==> src/rtl/reg_file_flags_pkg.sv <==
// -----------------------------------------------------------------------------
// reg_file_flags_pkg
// Shared definitions for the register file / flag block and its decoder:
// default operand and address widths, the register count, the run/halt state
// encoding, and the ALU opcode enumeration with a helper that derives the
// register-file control strobes from an opcode.
// -----------------------------------------------------------------------------
package reg_file_flags_pkg;

    localparam int W_DEF        = 8;
    localparam int A_DEF        = 3;
    localparam int NUM_REGS_DEF = 1 << A_DEF;

    typedef enum logic {
        ST_RUN    = 1'b0,
        ST_HALTED = 1'b1
    } run_state_e;

    typedef enum logic [2:0] {
        OP_ADD  = 3'd0,
        OP_SUB  = 3'd1,
        OP_AND  = 3'd2,
        OP_OR   = 3'd3,
        OP_XOR  = 3'd4,
        OP_MOV  = 3'd5,
        OP_RST  = 3'd6,
        OP_HALT = 3'd7
    } alu_op_e;

    typedef struct packed {
        logic write_en;
        logic flag_wr_en;
        logic flag_clr;
        logic halt;
    } ctrl_t;

    // Arithmetic ops produce a carry/borrow, so they update the flag as well
    // as the destination register; logical ops leave the flag alone.
    function automatic ctrl_t decode_op(alu_op_e op);
        ctrl_t c;
        c = '0;
        unique case (op)
            OP_ADD, OP_SUB: begin
                c.write_en   = 1'b1;
                c.flag_wr_en = 1'b1;
            end
            OP_AND, OP_OR, OP_XOR, OP_MOV: c.write_en = 1'b1;
            OP_RST:  c.flag_clr = 1'b1;
            OP_HALT: c.halt     = 1'b1;
            default: c = '0;
        endcase
        return c;
    endfunction

endpackage

==> src/rtl/reg_file_flags_if.sv <==
// -----------------------------------------------------------------------------
// reg_file_flags_if
// Bus between the decoder/ALU (master) and the register file (slave).
//   master drives : RaddrA, RaddrB, Waddr, WriteEn, DataIn,
//                   FlagWrEn, FlagIn, FlagClr, Halt
//   slave drives  : DataOutA, DataOutB, FlagOut, Halted
// -----------------------------------------------------------------------------
interface reg_file_flags_if #(
    parameter int W = 8,
    parameter int A = 3
);
    logic [A-1:0] RaddrA;
    logic [A-1:0] RaddrB;
    logic [A-1:0] Waddr;
    logic         WriteEn;
    logic [W-1:0] DataIn;
    logic         FlagWrEn;
    logic         FlagIn;
    logic         FlagClr;
    logic         Halt;
    logic [W-1:0] DataOutA;
    logic [W-1:0] DataOutB;
    logic         FlagOut;
    logic         Halted;

    modport master (
        output RaddrA, RaddrB, Waddr, WriteEn, DataIn,
               FlagWrEn, FlagIn, FlagClr, Halt,
        input  DataOutA, DataOutB, FlagOut, Halted
    );

    modport slave (
        input  RaddrA, RaddrB, Waddr, WriteEn, DataIn,
               FlagWrEn, FlagIn, FlagClr, Halt,
        output DataOutA, DataOutB, FlagOut, Halted
    );
endinterface

==> src/rtl/reg_file_flags_flag_reg.sv <==
// -----------------------------------------------------------------------------
// reg_file_flags_flag_reg
// Carry/borrow flag plus the sticky RUN/HALTED state machine.
//   clk, rst    : clock, asynchronous active-high reset
//   flag_wr_en  : load flag_in at the edge
//   flag_in     : next flag value (ALU overflow out)
//   flag_clr    : clear the flag; wins over flag_wr_en
//   halt        : enter HALTED at the edge (left only through rst)
//   flag_out    : committed flag
//   halted      : high while in HALTED
// -----------------------------------------------------------------------------
module reg_file_flags_flag_reg
    import reg_file_flags_pkg::*;
(
    input  logic clk,
    input  logic rst,
    input  logic flag_wr_en,
    input  logic flag_in,
    input  logic flag_clr,
    input  logic halt,
    output logic flag_out,
    output logic halted
);

    run_state_e state_q, state_d;
    logic       flag_q, flag_d;

    // Updates are gated on the *current* state, so an update presented in the
    // same cycle as halt still lands; everything after that edge is frozen.
    always_comb begin
        state_d = state_q;
        flag_d  = flag_q;
        if (state_q == ST_RUN) begin
            if (flag_clr) begin
                flag_d = 1'b0;
            end else if (flag_wr_en) begin
                flag_d = flag_in;
            end
            if (halt) begin
                state_d = ST_HALTED;
            end
        end
    end

    always_ff @(posedge clk or posedge rst) begin
        if (rst) begin
            state_q <= ST_RUN;
            flag_q  <= 1'b0;
        end else begin
            state_q <= state_d;
            flag_q  <= flag_d;
        end
    end

    assign flag_out = flag_q;
    assign halted   = (state_q == ST_HALTED);

endmodule

==> src/rtl/reg_file_flags.sv <==
// -----------------------------------------------------------------------------
// reg_file_flags
// Architectural register file (2**A x W) with two combinational read ports,
// one write port, and the carry/borrow flag + sticky halt status.
//   Clk, Reset : clock, asynchronous active-high reset (clears everything)
//   bus        : slave side of reg_file_flags_if (reads, write, flag, halt)
// BYPASS=1 forwards a same-cycle write to a matching read port while running.
// -----------------------------------------------------------------------------
module reg_file_flags
    import reg_file_flags_pkg::*;
#(
    parameter int W      = W_DEF,
    parameter int A      = A_DEF,
    parameter int BYPASS = 1
) (
    input  logic                 Clk,
    input  logic                 Reset,
    reg_file_flags_if.slave      bus
);

    localparam int NREGS = 1 << A;

    logic [W-1:0] regs_q [NREGS];
    logic [W-1:0] regs_d [NREGS];
    logic         halted;
    logic         flag;
    logic         fwd_en;

    reg_file_flags_flag_reg u_flag_reg (
        .clk        (Clk),
        .rst        (Reset),
        .flag_wr_en (bus.FlagWrEn),
        .flag_in    (bus.FlagIn),
        .flag_clr   (bus.FlagClr),
        .halt       (bus.Halt),
        .flag_out   (flag),
        .halted     (halted)
    );

    always_comb begin
        regs_d = regs_q;
        if (bus.WriteEn && !halted) begin
            regs_d[bus.Waddr] = bus.DataIn;
        end
    end

    always_ff @(posedge Clk or posedge Reset) begin
        if (Reset) begin
            for (int i = 0; i < NREGS; i++) begin
                regs_q[i] <= '0;
            end
        end else begin
            regs_q <= regs_d;
        end
    end

    // Forwarding is suppressed under Reset so the read ports show the cleared
    // array, and under halt so only committed values are visible.
    assign fwd_en = (BYPASS != 0) && bus.WriteEn && !halted && !Reset;

    assign bus.DataOutA = (fwd_en && (bus.Waddr == bus.RaddrA)) ? bus.DataIn
                                                                : regs_q[bus.RaddrA];
    assign bus.DataOutB = (fwd_en && (bus.Waddr == bus.RaddrB)) ? bus.DataIn
                                                                : regs_q[bus.RaddrB];

    // The flag is never forwarded: the ALU carry-in must come from a flop.
    assign bus.FlagOut = flag;
    assign bus.Halted  = halted;

endmodule
==> src/flat_wrapper.sv <==
// flat-port wrapper written by rule: the top's interface ports become plain ports
module reg_file_flags_flat import reg_file_flags_pkg::*;
#(
    parameter int W      = W_DEF,
    parameter int A      = A_DEF,
    parameter int BYPASS = 1
)
  (Clk, Reset, bus_RaddrA, bus_RaddrB, bus_Waddr, bus_WriteEn, bus_DataIn, bus_FlagWrEn, bus_FlagIn, bus_FlagClr, bus_Halt, bus_DataOutA, bus_DataOutB, bus_FlagOut, bus_Halted);
  reg_file_flags_if #(.W(W), .A(A)) bus_i ();
  input  logic Clk;
  input  logic Reset;
  input wire logic [$bits(bus_i.RaddrA)-1:0] bus_RaddrA;
  input wire logic [$bits(bus_i.RaddrB)-1:0] bus_RaddrB;
  input wire logic [$bits(bus_i.Waddr)-1:0] bus_Waddr;
  input wire logic [$bits(bus_i.WriteEn)-1:0] bus_WriteEn;
  input wire logic [$bits(bus_i.DataIn)-1:0] bus_DataIn;
  input wire logic [$bits(bus_i.FlagWrEn)-1:0] bus_FlagWrEn;
  input wire logic [$bits(bus_i.FlagIn)-1:0] bus_FlagIn;
  input wire logic [$bits(bus_i.FlagClr)-1:0] bus_FlagClr;
  input wire logic [$bits(bus_i.Halt)-1:0] bus_Halt;
  output wire logic [$bits(bus_i.DataOutA)-1:0] bus_DataOutA;
  output wire logic [$bits(bus_i.DataOutB)-1:0] bus_DataOutB;
  output wire logic [$bits(bus_i.FlagOut)-1:0] bus_FlagOut;
  output wire logic [$bits(bus_i.Halted)-1:0] bus_Halted;
  assign bus_i.RaddrA = bus_RaddrA;
  assign bus_i.RaddrB = bus_RaddrB;
  assign bus_i.Waddr = bus_Waddr;
  assign bus_i.WriteEn = bus_WriteEn;
  assign bus_i.DataIn = bus_DataIn;
  assign bus_i.FlagWrEn = bus_FlagWrEn;
  assign bus_i.FlagIn = bus_FlagIn;
  assign bus_i.FlagClr = bus_FlagClr;
  assign bus_i.Halt = bus_Halt;
  assign bus_DataOutA = bus_i.DataOutA;
  assign bus_DataOutB = bus_i.DataOutB;
  assign bus_FlagOut = bus_i.FlagOut;
  assign bus_Halted = bus_i.Halted;
  reg_file_flags #(.W(W), .A(A), .BYPASS(BYPASS)) u_core (.Clk(Clk), .Reset(Reset), .bus(bus_i));
endmodule
==> config.mk <==
export PLATFORM = sky130hd
export DESIGN_NAME = reg_file_flags_flat
export DESIGN_NICKNAME = d
export VERILOG_FILES = /design/src/rtl/reg_file_flags_pkg.sv /design/src/rtl/reg_file_flags_if.sv /design/src/rtl/reg_file_flags_flag_reg.sv /design/src/rtl/reg_file_flags.sv /design/src/flat_wrapper.sv
export SDC_FILE = /design/constraint.sdc
export NUM_CORES = 1
export LEC_CHECK = 0
export ABC_AREA = 0
export BUFFER_PORTS_ARGS = -buffer_cell sky130_fd_sc_hd__buf_2
export CORE_ASPECT_RATIO = 1.4
export CORE_MARGIN = 2
export CORE_UTILIZATION = 53
export CTS_CLUSTER_DIAMETER = 50
export DETAILED_ROUTE_END_ITERATION = 10
export HOLD_SLACK_MARGIN = 0.03
export PLACE_DENSITY = 0.76
export SLEW_MARGIN = 20
export SYNTH_ARGS = -nofsm -noshare
export SYNTH_HDL_FRONTEND = slang
export SYNTH_SLANG_ARGS = --single-unit
==> constraint.sdc <==
create_clock -name Clk -period 2.1 [get_ports Clk]
set_clock_uncertainty 0.15 [all_clocks]
set_input_delay 0.315 -clock Clk [delete_from_list [all_inputs] [get_ports Clk]]
set_output_delay 0.315 -clock Clk [all_outputs]
set_load 0.1 [all_outputs]
Word level (Yosys, flattened, before mapping)
Index checks and enable logic that the tools add are counted.
{"block": "totals", "reg_bits": 66, "in_bits": 24, "output_inout_bits": 18, "elab_cells": 44}
{"block": "classes", "order_cmp": 4, "n_eq_ne": 2, "muxes": 15, "bitwise": 4, "n_reduce_logical": 9}
{"operator": "bitwise mux 64 bit", "count": 1}
{"operator": "2-to-1 mux 8 bit", "count": 7}
{"operator": "binary-select mux 8 bit (select 3 bit)", "count": 2}
{"operator": "demux 8 bit (select 3 bit)", "count": 1}
{"operator": "greater-or-equal comparator 4 bit (second input constant)", "count": 3}
{"operator": "NOT 3 -> 4 bit", "count": 3}
{"operator": "equality test 3 bit", "count": 2}
{"operator": "logical AND 1 bit", "count": 5}
{"operator": "less-than comparator 4 x 1 -> 1 bit (second input constant)", "count": 1}
{"operator": "2-to-1 mux 1 bit", "count": 4}
{"operator": "logical NOT 1 bit", "count": 2}
{"operator": "AND reduction 2 bit", "count": 1}
{"operator": "nonzero test 2 bit", "count": 1}
{"operator": "NOT 1 bit", "count": 1}

Longest topological paths before layout
Gate-level depths: netlist of the first run.
{"block": "logic_depth", "ltp_word": 6, "ltp_mapped": 5, "depth_no_buf": 3}

Hierarchy
Synthesis of the first run repeated with hierarchy kept, for this count alone.
{"block": "unflattened", "hier_cells": 243, "area_unflattened_um2": 3872.5}
{"module": "reg_file_flags", "instances": 1, "cells_each": 236, "area_each_um2": 3787.4, "seq_area_each_um2": 1601.5}
{"module": "reg_file_flags_flag_reg", "instances": 1, "cells_each": 7, "area_each_um2": 85.1, "seq_area_each_um2": 50.0}

Worst setup path before layout of the first run
Ideal clock, no wire load.
{"block": "synth_timing", "path_kind": "register to output", "start": "register u_core.u_flag_reg.state_q (netlist: u_core.u_flag_reg.halted)", "end": "output bus_DataOutB[0]", "arrival_time_ns": 2.135, "required_time_ns": 1.635, "path_slack_ns": -0.500, "path_stages_with_launch": 4, "path_buffers": 0, "cell_sequence": "dfrtp_1 nor3b_1 nand4_1 mux2_2"}
{"block": "synth_via", "elab_chain_len": 5}
{"item": "from (decl)", "line_no": "reg_file_flags_flag_reg.sv:25", "text": "run_state_e state_q, state_d;"}
{"item": "from (signal assigned)", "line_no": "reg_file_flags_flag_reg.sv:50", "text": "state_q <= state_d;"}
{"item": "logical NOT 1 bit", "line_no": "reg_file_flags.sv:59", "text": "assign fwd_en = (BYPASS != 0) && bus.WriteEn && !halted && !Reset;"}
{"item": "logical AND 1 bit (2 in a row)", "line_no": "reg_file_flags.sv:59"}
{"item": "logical AND 1 bit", "line_no": "reg_file_flags.sv:63", "text": "assign bus.DataOutB = (fwd_en && (bus.Waddr == bus.RaddrB)) ? bus.DataIn"}
{"item": "2-to-1 mux 8 bit", "line_no": "reg_file_flags.sv:63"}
{"item": "to (decl)", "line_no": "flat_wrapper.sv:22", "text": "output wire logic [$bits(bus_i.DataOutB)-1:0] bus_DataOutB;"}
No other way between the ends.

Worst setup path in the final report of the first run
{"block": "layout_timing", "start": "register u_core.regs_q[3] (netlist name)", "end": "output bus_DataOutA[3]"}
{"block": "layout_via", "elab_chain_len": 4}
{"item": "from (decl)", "line_no": "reg_file_flags.sv:23", "text": "logic [W-1:0] regs_q [NREGS];"}
{"item": "from (signal assigned)", "line_no": "reg_file_flags.sv:53", "text": "regs_q <= regs_d;"}
{"item": "binary-select mux 8 bit (select 3 bit)", "line_no": "reg_file_flags.sv:62", "text": ": regs_q[bus.RaddrA];"}
{"item": "2-to-1 mux 8 bit (not written as such) (2 in a row)", "line_no": "reg_file_flags.sv:62"}
{"item": "2-to-1 mux 8 bit", "line_no": "reg_file_flags.sv:61", "text": "assign bus.DataOutA = (fwd_en && (bus.Waddr == bus.RaddrA)) ? bus.DataIn"}
{"item": "to (decl)", "line_no": "flat_wrapper.sv:21", "text": "output wire logic [$bits(bus_i.DataOutA)-1:0] bus_DataOutA;"}
No other way between the ends. The select of a mux whose other input is x is not followed.

==> results of run 1 <==
-- cell type report --
type / instances / area share
clock buffer: 9 / 0.0251
tap: 95 / 0.0241
clock inverter: 7 / 0.0190
timing repair buffer: 85 / 0.174
sequential: 66 / 0.335
inverter: 2 / 0.00228
multi-input combinational: 154 / 0.421
-- worst min-delay path by stage --
stage | from | end | cells past startpoint
2_1_floorplan | bus_FlagClr | u_core.u_flag_reg.flag_out | 1
3_3_place_gp | Reset | u_core.u_flag_reg.flag_out | 2
3_5_place_dp | Reset | u_core.u_flag_reg.flag_out | 2
4_1_cts | bus_DataIn[7] | u_core.regs_q[23] | 2
5_1_grt | bus_DataIn[3] | u_core.regs_q[51] | 2
6_report | bus_DataIn[7] | u_core.regs_q[23] | 2
-- sequential cells by signal (all words and copies together), names as in the netlist --
signal                      cells
u_core.regs_q                  64
u_core.u_flag_reg.flag_out      1
u_core.u_flag_reg.halted        1
-- worst reg2reg max path: cells and delay by family, from the launching register on --
family	cells	cell delay, ns
AND/OR/NAND/NOR	2	0.55
flip-flops	1	0.42
buffers and inverters	2	0.37
multiplexers	1	0.33
-- synth_stat cells (3+ instances only) --
master and instances:
xnor2_1 6, nand3b_1 3, mux2_1 56, buf_2 5, clkbuf_1 3, mux4_1 18, dfrtp_1 66, mux4_2 14
nand2_1 4, buf_1 8, mux2_2 38
-- cell families (layout without fill, tap and decap cells) --
kind of cell,Yosys count,after routing,synth area share
simple gates,18,18,0.0300
buf+inv,24,103,0.0429
xor+xnor,6,6,0.0136
mux,128,128,0.484
flops,66,66,0.426
compound gates,2,2,0.00355
-- metal layers --
| layer | vias up | wire [um] | GRT usage |
|---|---|---|---|
| met2 | 81 | 4820 | 0.415 |
| met3 | 12 | 494 | 0.0389 |
| li1 | 1078 | - | - |
| met1 | 1284 | 3650 | 0.323 |
| met4 | 0 | 170 | 0.112 |
| met5 | - | 0 | 0 |
-- power by group --
group          total, mW  switching (mW)  internal [mW]  leakage [nW]
clock               1.18           0.517          0.665         0.105
sequential          1.35          0.0338           1.32         0.896
combinational      0.545           0.287          0.258          1.39
-- repair_timing --
item	CTS	global route
setup endpoints to repair	16	21
setup buffers	3	1
hold buffers	3	0
pin swaps	0	0
resized for setup	69	1
hold endpoints to repair	31	0
-- stage by stage --
stage           util  TNS [ns]  hold slack, ns
2_1_floorplan      -     -3.07           0.274
3_5_place_dp   0.643     -5.20           0.319
6_report       0.703     -5.13           0.148
5_1_grt        0.703     -5.61           0.177
4_1_cts        0.701     -5.17           0.140
3_3_place_gp   0.643     -4.99           0.318
==> results.toml, run 1 <==
[synthesis]
netlist_instances = 244
syn_avg_cell_area_um2 = 15.9
netlist_area_mm2 = 0.00388
ys_seq_area_frac = 0.426
syn_nets = 268
ys_types = 25
synth_top_area_frac = 0.426
synth_seq_cells = 66
synth_area_leaders = "dfrtp_1 43%, mux2_1 16%, mux4_1 12%"
synth_edf_count = 0
synth-warning-count = 0
synth_top_flop_cell = "dfrtp_1"
synthArstFlopShare = 1.00
synth_area_leader_cell = "dfrtp_1"

[timing]
tightest_slew_ns = 0.691
fmax_mhz = 410
period_needed_ns = 2.44
slew_violations = 0
rsz0062_at_grt = "true"
finalSetupViolCount = 16
slew-limit-headroom = 0.539
final_hold_viol_count = 0
setup_ws_ns = -0.340
post-route-period-util = 1.16

[cts]
htreeDepth = 3
clock-sinks = 66
cts_made_buffers = 9
cts_tree = "yes"
cts_buffer_depth = 2
worstSkewPairLatency_ns = 0.36
clk_pin_slew_ns = 0.08
root_buffer = "clkbuf_8"

[critical_path]
worst-setup-path-type = "register to output pin"
r2r_setup_slack_ns = 0.15
end_kind = "output pin"
startpoint_type = "register"
r2r_cells = 5
reg2reg_to = "u_core.regs_q[34]"
crit_required_ns = 1.63
cp-endpoint = "bus_DataOutA[3]"
path_cells = "mux4_2 > mux2_4 > mux2_4 > buf_12"
worst-path-buf-inv = 1
path_max_fanout = 3
crit_path_start = "u_core.regs_q[3]"
worstReg2RegStart = "u_core.u_flag_reg.halted"
crit_top_cell = "mux2_4"
slowest_stage = "mux4_2"
max_stage_delay_ns = 0.49
crit_arrival_ns = 1.97
worst-path-stages = 4
critPathTopFamily = "multiplexers"

[pwr]
power_density_mw_per_mm2 = 623
vdd_drop_max_mv = 0.484
p_leak_nw = 2.39
finalPower_mw = 3.08

[routing]
drtAntennaViolNets = 0
wire_per_inst_um = 21.9
drt-initial-drc-count = 103
via_count = 2455
routed_wl_mm = 9.14
drc = 0
first_pass_iters = 4
avgViaCountPerCell = 5.87

[global_route]
grt_pass1_vias = 2694
grt_first_pass_wirelength_mm = 14.7
grt_usage = 0.249
grt_max_degree = 32
antenna_found_initial = 0
grt_remaining_overflow = 0

[cells_and_area]
n_antenna_cell = 0
final_common_cell = "dfrtp_1"
final_layout_size_suffix_gt1_frac = 0.548
finalNetCount = 342
layout_common_cells = "65 x dfrtp_1, 56 x mux2_1, 35 x buf_4, 32 x mux4_2, 25 x buf_2"
fillCellCount = 476
design_area_mm2 = 0.00494
syn2layout_area_growth_pct = 27.4
multi_input_area_mm2 = 0.00208
final_cells = 418
regArea_mm2 = 0.00165

[placement]
place_ws_ns = -0.367
dp_cells = 395
place_area_mm2 = 0.00452
port_buffers = 41
place_congestion = 0.749
dp.final_hpwl_mm = 6.24

[die]
die_area_mm2 = 0.00803
initial_core_util = 0.552
fp.dieW_um = 76.3
ios = 42
rows = 36
core_mm2 = 0.00703
die_h_um = 105

[outcome]
failed_checks = "setup timing"
status = "complete, but fails checks"

[job]
drv_cap = 0

[min_path]
hold_path_class = "input pin to register"
No activity file was read; power rests on OpenSTA's default activity.
==> run 2, diff against run 1 <==
--- a/config.mk
+++ b/config.mk
@@ -9,11 +9,10 @@
 export BUFFER_PORTS_ARGS = -buffer_cell sky130_fd_sc_hd__buf_2
 export CORE_ASPECT_RATIO = 1.4
 export CORE_MARGIN = 2
-export CORE_UTILIZATION = 53
+export CORE_UTILIZATION = 40
 export CTS_CLUSTER_DIAMETER = 50
 export DETAILED_ROUTE_END_ITERATION = 10
 export HOLD_SLACK_MARGIN = 0.03
-export PLACE_DENSITY = 0.76
 export SLEW_MARGIN = 20
 export SYNTH_ARGS = -nofsm -noshare
 export SYNTH_HDL_FRONTEND = slang
==> run 2 against run 1 <==
  * The run still ends with setup timing left
  * Cell count increased by 5.0%
  * Register-to-register slack improved by 0.07 ns
  * Die area increased by 31%
  * Critical path type unchanged
==> results.toml, run 2 (synthesized netlist as in run 1, its figures left out) <==
[timing]
slew-limit-headroom = 0.679
slew_violations = 0
finalSetupViolCount = 16
final_hold_viol_count = 0
rsz0062_at_grt = "true"
setup_ws_ns = -0.312
post-route-period-util = 1.15
finalSetupTns_ns = -4.52
tightest_slew_ns = 0.484
fmax_mhz = 415
period_needed_ns = 2.41

[cells_and_area]
layout_common_cells = "65 x dfrtp_1, 56 x mux2_1, 40 x buf_4, 32 x mux4_2, 28 x mux2_4"
final_layout_size_suffix_gt1_frac = 0.556
finalNetCount = 349
largest_reg_flops = 64
final_cells = 439
utilization = 0.544
fillCellCount = 788
final_common_cell = "dfrtp_1"
design_area_mm2 = 0.00515
n_antenna_cell = 0
regMostFlops = "u_core.regs_q"
syn2layout_area_growth_pct = 32.8

[critical_path]
worst-setup-path-type = "register to output pin"
crit_required_ns = 1.63
end_kind = "output pin"
path_max_fanout = 3
startpoint_type = "register"
crit_arrival_ns = 1.95
r2r_cells = 5

[routing]
drtAntennaViolNets = 0
first_pass_iters = 4
drt-initial-drc-count = 151
avgViaCountPerCell = 5.62
via_count = 2466
wire_per_inst_um = 21.7
wl_met2_mm = 4.77
drc = 0
wl_met1_mm = 4.19
top_layer = "met4"
routed_wl_mm = 9.52
dr_wl_met3_um = 391

[outcome]
failed_checks = "setup timing"
status = "complete, but fails checks"

[die]
ios = 42
die_area_mm2 = 0.0105
initial_core_util = 0.410
rows = 42
fp.dieW_um = 87.2
core_mm2 = 0.00946
die_h_um = 120

[global_route]
antenna_found_initial = 0
grt_pass1_vias = 2653
grt_max_degree = 67
grt_remaining_overflow = 0
grt_usage = 0.198
grt_first_pass_wirelength_mm = 15.1

[placement]
dp_cells = 415
place_congestion = 0.786
port_buffers = 41
dp.final_hpwl_mm = 6.47
place_area_mm2 = 0.00457

[cts]
cts_tree = "yes"
cts_made_buffers = 9
clk_pin_slew_ns = 0.05
cts_buffer_depth = 2
clock-sinks = 66
root_buffer = "clkbuf_16"
worstSkewPairLatency_ns = 0.33
htreeDepth = 3

[min_path]
hold_path_class = "input pin to asynchronous set/reset pin"

[pwr]
p_leak_nw = 2.50
vdd_drop_max_mv = 0.452
power_density_mw_per_mm2 = 669

[job]
drv_cap = 0
## run 2: cell types whose count changed in the layout (fill, tap and decap cells not counted), sizes merged
cell,delta
buf,+8
clkbuf,+4
clkinv,-2
clkinvlp,-2
bufinv,-1
dlygate4sd3,-1
## run 2: final timing paths
| kind | startpoint | endpoint | slack, ns |
|---|---|---|---|
| max | u_core.regs_q[33] | bus_DataOutA[1] | -0.31 |
| min in group Clk | bus_DataIn[1] | u_core.regs_q[57] | 0.17 |
| max in group asynchronous | Reset | u_core.regs_q[35] | 1.46 |
| max reg2reg | u_core.u_flag_reg.halted | u_core.regs_q[37] | 0.22 |
| min | Reset | u_core.regs_q[62] | 0.05 |
| min reg2reg | u_core.regs_q[14] | u_core.regs_q[14] | 0.35 |
## run 2: cell type report
| class | instances | area, um^2 | area share |
|---|---|---|---|
| Clock buffer | 13 | 270 | 0.0525 |
| Timing Repair Buffer | 92 | 942 | 0.183 |
| Sequential cell | 66 | 1650 | 0.321 |
| Inverter | 2 | 11.3 | 0.00219 |
| Multi-Input combinational cell | 154 | 2100 | 0.408 |
| Clock inverter | 2 | 35.0 | 0.00680 |
| Tap cell | 110 | 138 | 0.0267 |
## run 2: layer usage
metal / up-vias / track usage
met5: - / 0
met4: 0 / 0.0760
met3: 12 / 0.0498
met2: 50 / 0.304
met1: 1305 / 0.271
li1: 1099 / -
## run 2: power breakdown
part	switching [mW]	internal [mW]	total, mW
Sequential	0.0326	1.32	1.35
Clock	0.528	1.01	1.54
Combinational	0.290	0.266	0.556
Total	0.851	2.59	3.44
## run 2: timing repair
item | CTS | global route
hold buffers | 2 | 0
endpoints found under the setup margin | 16 | 21
gates cloned | 1 | 0
pin swaps | 0 | 1
hold endpoints to repair | 2 | 0
buffers inserted | 2 | 4
resized for setup | 74 | 6
## run 2: worst max-delay path: stages, from the launching register on
cell,delay [ns]
dfrtp_1,0.40
mux4_2,0.49
mux2_4,0.29
mux2_4,0.28
buf_12,0.17
## run 2: stage by stage
step | total power [mW] | hold slack (ns) | setup slack, ns
2_1_floorplan | 1.72 | 0.274 | -0.210
3_3_place_gp | 1.85 | 0.329 | -0.362
3_5_place_dp | 1.85 | 0.339 | -0.391
4_1_cts | 3.47 | 0.0701 | -0.298
5_1_grt | 3.58 | 0.0781 | -0.360
6_report | 3.44 | 0.0479 | -0.312
==> run 3, diff against run 2 <==
--- a/config.mk
+++ b/config.mk
@@ -6,12 +6,12 @@
 export NUM_CORES = 1
 export LEC_CHECK = 0
 export ABC_AREA = 0
-export BUFFER_PORTS_ARGS = -buffer_cell sky130_fd_sc_hd__buf_2
 export CORE_ASPECT_RATIO = 1.4
 export CORE_MARGIN = 2
 export CORE_UTILIZATION = 40
 export CTS_CLUSTER_DIAMETER = 50
 export DETAILED_ROUTE_END_ITERATION = 10
+export DONT_BUFFER_PORTS = 1
 export HOLD_SLACK_MARGIN = 0.03
 export SLEW_MARGIN = 20
 export SYNTH_ARGS = -nofsm -noshare
==> run 3 against run 2 <==
  * The run still ends with setup timing left
  * Cell area is 11% lower
  * Fmax rose by 0.90%
  * Worst hold slack better by 0.047 ns
  * Global-route usage shrank 0.60 points
  * Clock power fell by 3%
  * Die area unchanged
  * Total power down 6.0%
  * Cell count is 12% lower
  * Sequential cell count did not move
  * Core utilization shrank 5.9 points
  * Setup slack improved by 0.022 ns
  * Critical path type unchanged
  * Critical endpoint is now bus_DataOutA[3]
==> results.toml, run 3 (synthesized netlist as in run 1, its figures left out) <==
[timing]
hold_ws_ns = 0.0954
final_hold_viol_count = 0
finalSetupTns_ns = -4.02
period_needed_ns = 2.39
slew_violations = 0
fmax_mhz = 418
slew-limit-headroom = 0.664
post-route-period-util = 1.14
finalSetupViolCount = 16
setup_ws_ns = -0.291
rsz0062_at_grt = "true"
tightest_slew_ns = 0.503

[routing]
drtAntennaViolNets = 0
drt-initial-drc-count = 108
routed_wl_mm = 9.15
via_count = 2234
drc = 0
wire_per_inst_um = 23.8
first_pass_iters = 4
avgViaCountPerCell = 5.80

[critical_path]
startpoint_type = "register"
path_max_fanout = 3
worst-setup-path-type = "register to output pin"
end_kind = "output pin"
crit_required_ns = 1.63
crit_arrival_ns = 1.93

[cells_and_area]
syn2layout_area_growth_pct = 18.4
final_common_cell = "dfrtp_1"
largest_reg_flops = 64
regMostFlops = "u_core.regs_q"
n_antenna_cell = 0
finalNetCount = 294
layout_common_cells = "65 x dfrtp_1, 56 x mux2_1, 32 x mux4_2, 28 x mux2_4, 19 x buf_4"
final_layout_size_suffix_gt1_frac = 0.433

[cts]
postCtsSetupRepairBufs = 0
worstSkewPairLatency_ns = 0.34
cts_made_buffers = 9
cts_buffer_depth = 2
clock-sinks = 66
root_buffer = "clkbuf_16"
htreeDepth = 3
cts_tree = "yes"
clk_pin_slew_ns = 0.05

[pwr]
p_int_mw = 2.46
p_switching_mw = 0.774
vdd_drop_max_mv = 0.390
finalPower_mw = 3.24
p_leak_nw = 2.18
clkPwrFrac = 0.461
combinationalPowerShare = 0.122
p_seq_frac = 0.417
p_sw_frac = 0.239
power_density_mw_per_mm2 = 705

[die]
die_h_um = 120
fp.dieW_um = 87.2
rows = 42
die_area_mm2 = 0.0105
initial_core_util = 0.410
ios = 42
core_mm2 = 0.00946

[placement]
port_buffers = 0
dp.final_hpwl_mm = 5.65
place_congestion = 0.709
place_ws_ns = 0.0358

[global_route]
grt_pass1_vias = 2498
grt_remaining_overflow = 0
antenna_found_initial = 0
grt_max_degree = 67
grt_usage = 0.192
grt_first_pass_wirelength_mm = 14.5

[min_path]
hold_path_class = "input pin to register"

[outcome]
failed_checks = "setup timing"
status = "complete, but fails checks"

[job]
drv_cap = 0
## run 3: cell count changes in the layout (fill, tap and decap cells not counted)
cell | before | now
buf_2 | 24 | 0
buf_4 | 40 | 19
buf_12 | 22 | 7
dlygate4sd3_1 | 2 | 11
buf_6 | 3 | 0
clkbuf_8 | 3 | 5
buf_16 | 1 | 0
bufinv_16 | 1 | 0
nor3b_1 | 0 | 1
nor3b_2 | 4 | 3
## run 3: layer usage
layer / part of all wire / GRT usage / wire, um
met3: 0.048 / 0.0546 / 441
met4: 0.019 / 0.0702 / 176
met1: 0.43 / 0.252 / 3940
met2: 0.50 / 0.303 / 4590
met5: 0 / 0 / 0
## run 3: layout make-up
cell class	instances	area (um^2)
Sequential cell	66	1650
Fill cell	834	4870
Timing Repair Buffer	37	393
Multi-Input combinational cell	154	2090
Clock inverter	1	5.00
Inverter	2	11.3
Clock buffer	15	298
Tap cell	110	138
## run 3: through the flow
step,instance area (um^2),utilization,instances
CTS,4590,0.485,385
finish,4590,0.485,385
global route,4590,0.485,385
detailed placement,4170,0.441,358
global placement,4170,0.441,358
floorplan,3910,-,244
## run 3: worst max-delay path: stages (launching register included)
cell and delay, ns:
dfrtp_1 0.38, mux4_2 0.48, mux2_4 0.28, mux2_4 0.27, buf_12 0.17
## run 3: final timing paths
check	from	to	slack (ns)	cells after the start
worst max-delay path	u_core.regs_q[3]	bus_DataOutA[3]	-0.29	4
worst min-delay path	bus_FlagWrEn	u_core.u_flag_reg.flag_out	0.1	3
worst max register to register	u_core.u_flag_reg.halted	u_core.regs_q[11]	0.17	4
worst min register to register	u_core.regs_q[20]	u_core.regs_q[20]	0.36	1
max in group asynchronous	Reset	u_core.regs_q[44]	1.10	3
min in group asynchronous	Reset	u_core.u_flag_reg.flag_out	0.41	3
## run 3: power by group through the flow
stage | Sequential [mW] | Clock [mW] | Combinational [mW]
finish | 1.35 | 1.49 | 0.394
global route | 1.35 | 1.58 | 0.416
CTS | 1.35 | 1.53 | 0.397
detailed placement | 1.37 | 0 | 0.351
global placement | 1.37 | 0 | 0.347
floorplan | 1.36 | 0 | 0.361
## run 3: repair_timing
item | CTS | global route
cloned | 0 | 0
setup endpoints to repair | 16 | 16
gates resized for setup | 31 | 3
hold endpoints to repair | 132 | 0
pin swaps | 0 | 0
hold buffers | 11 | 0
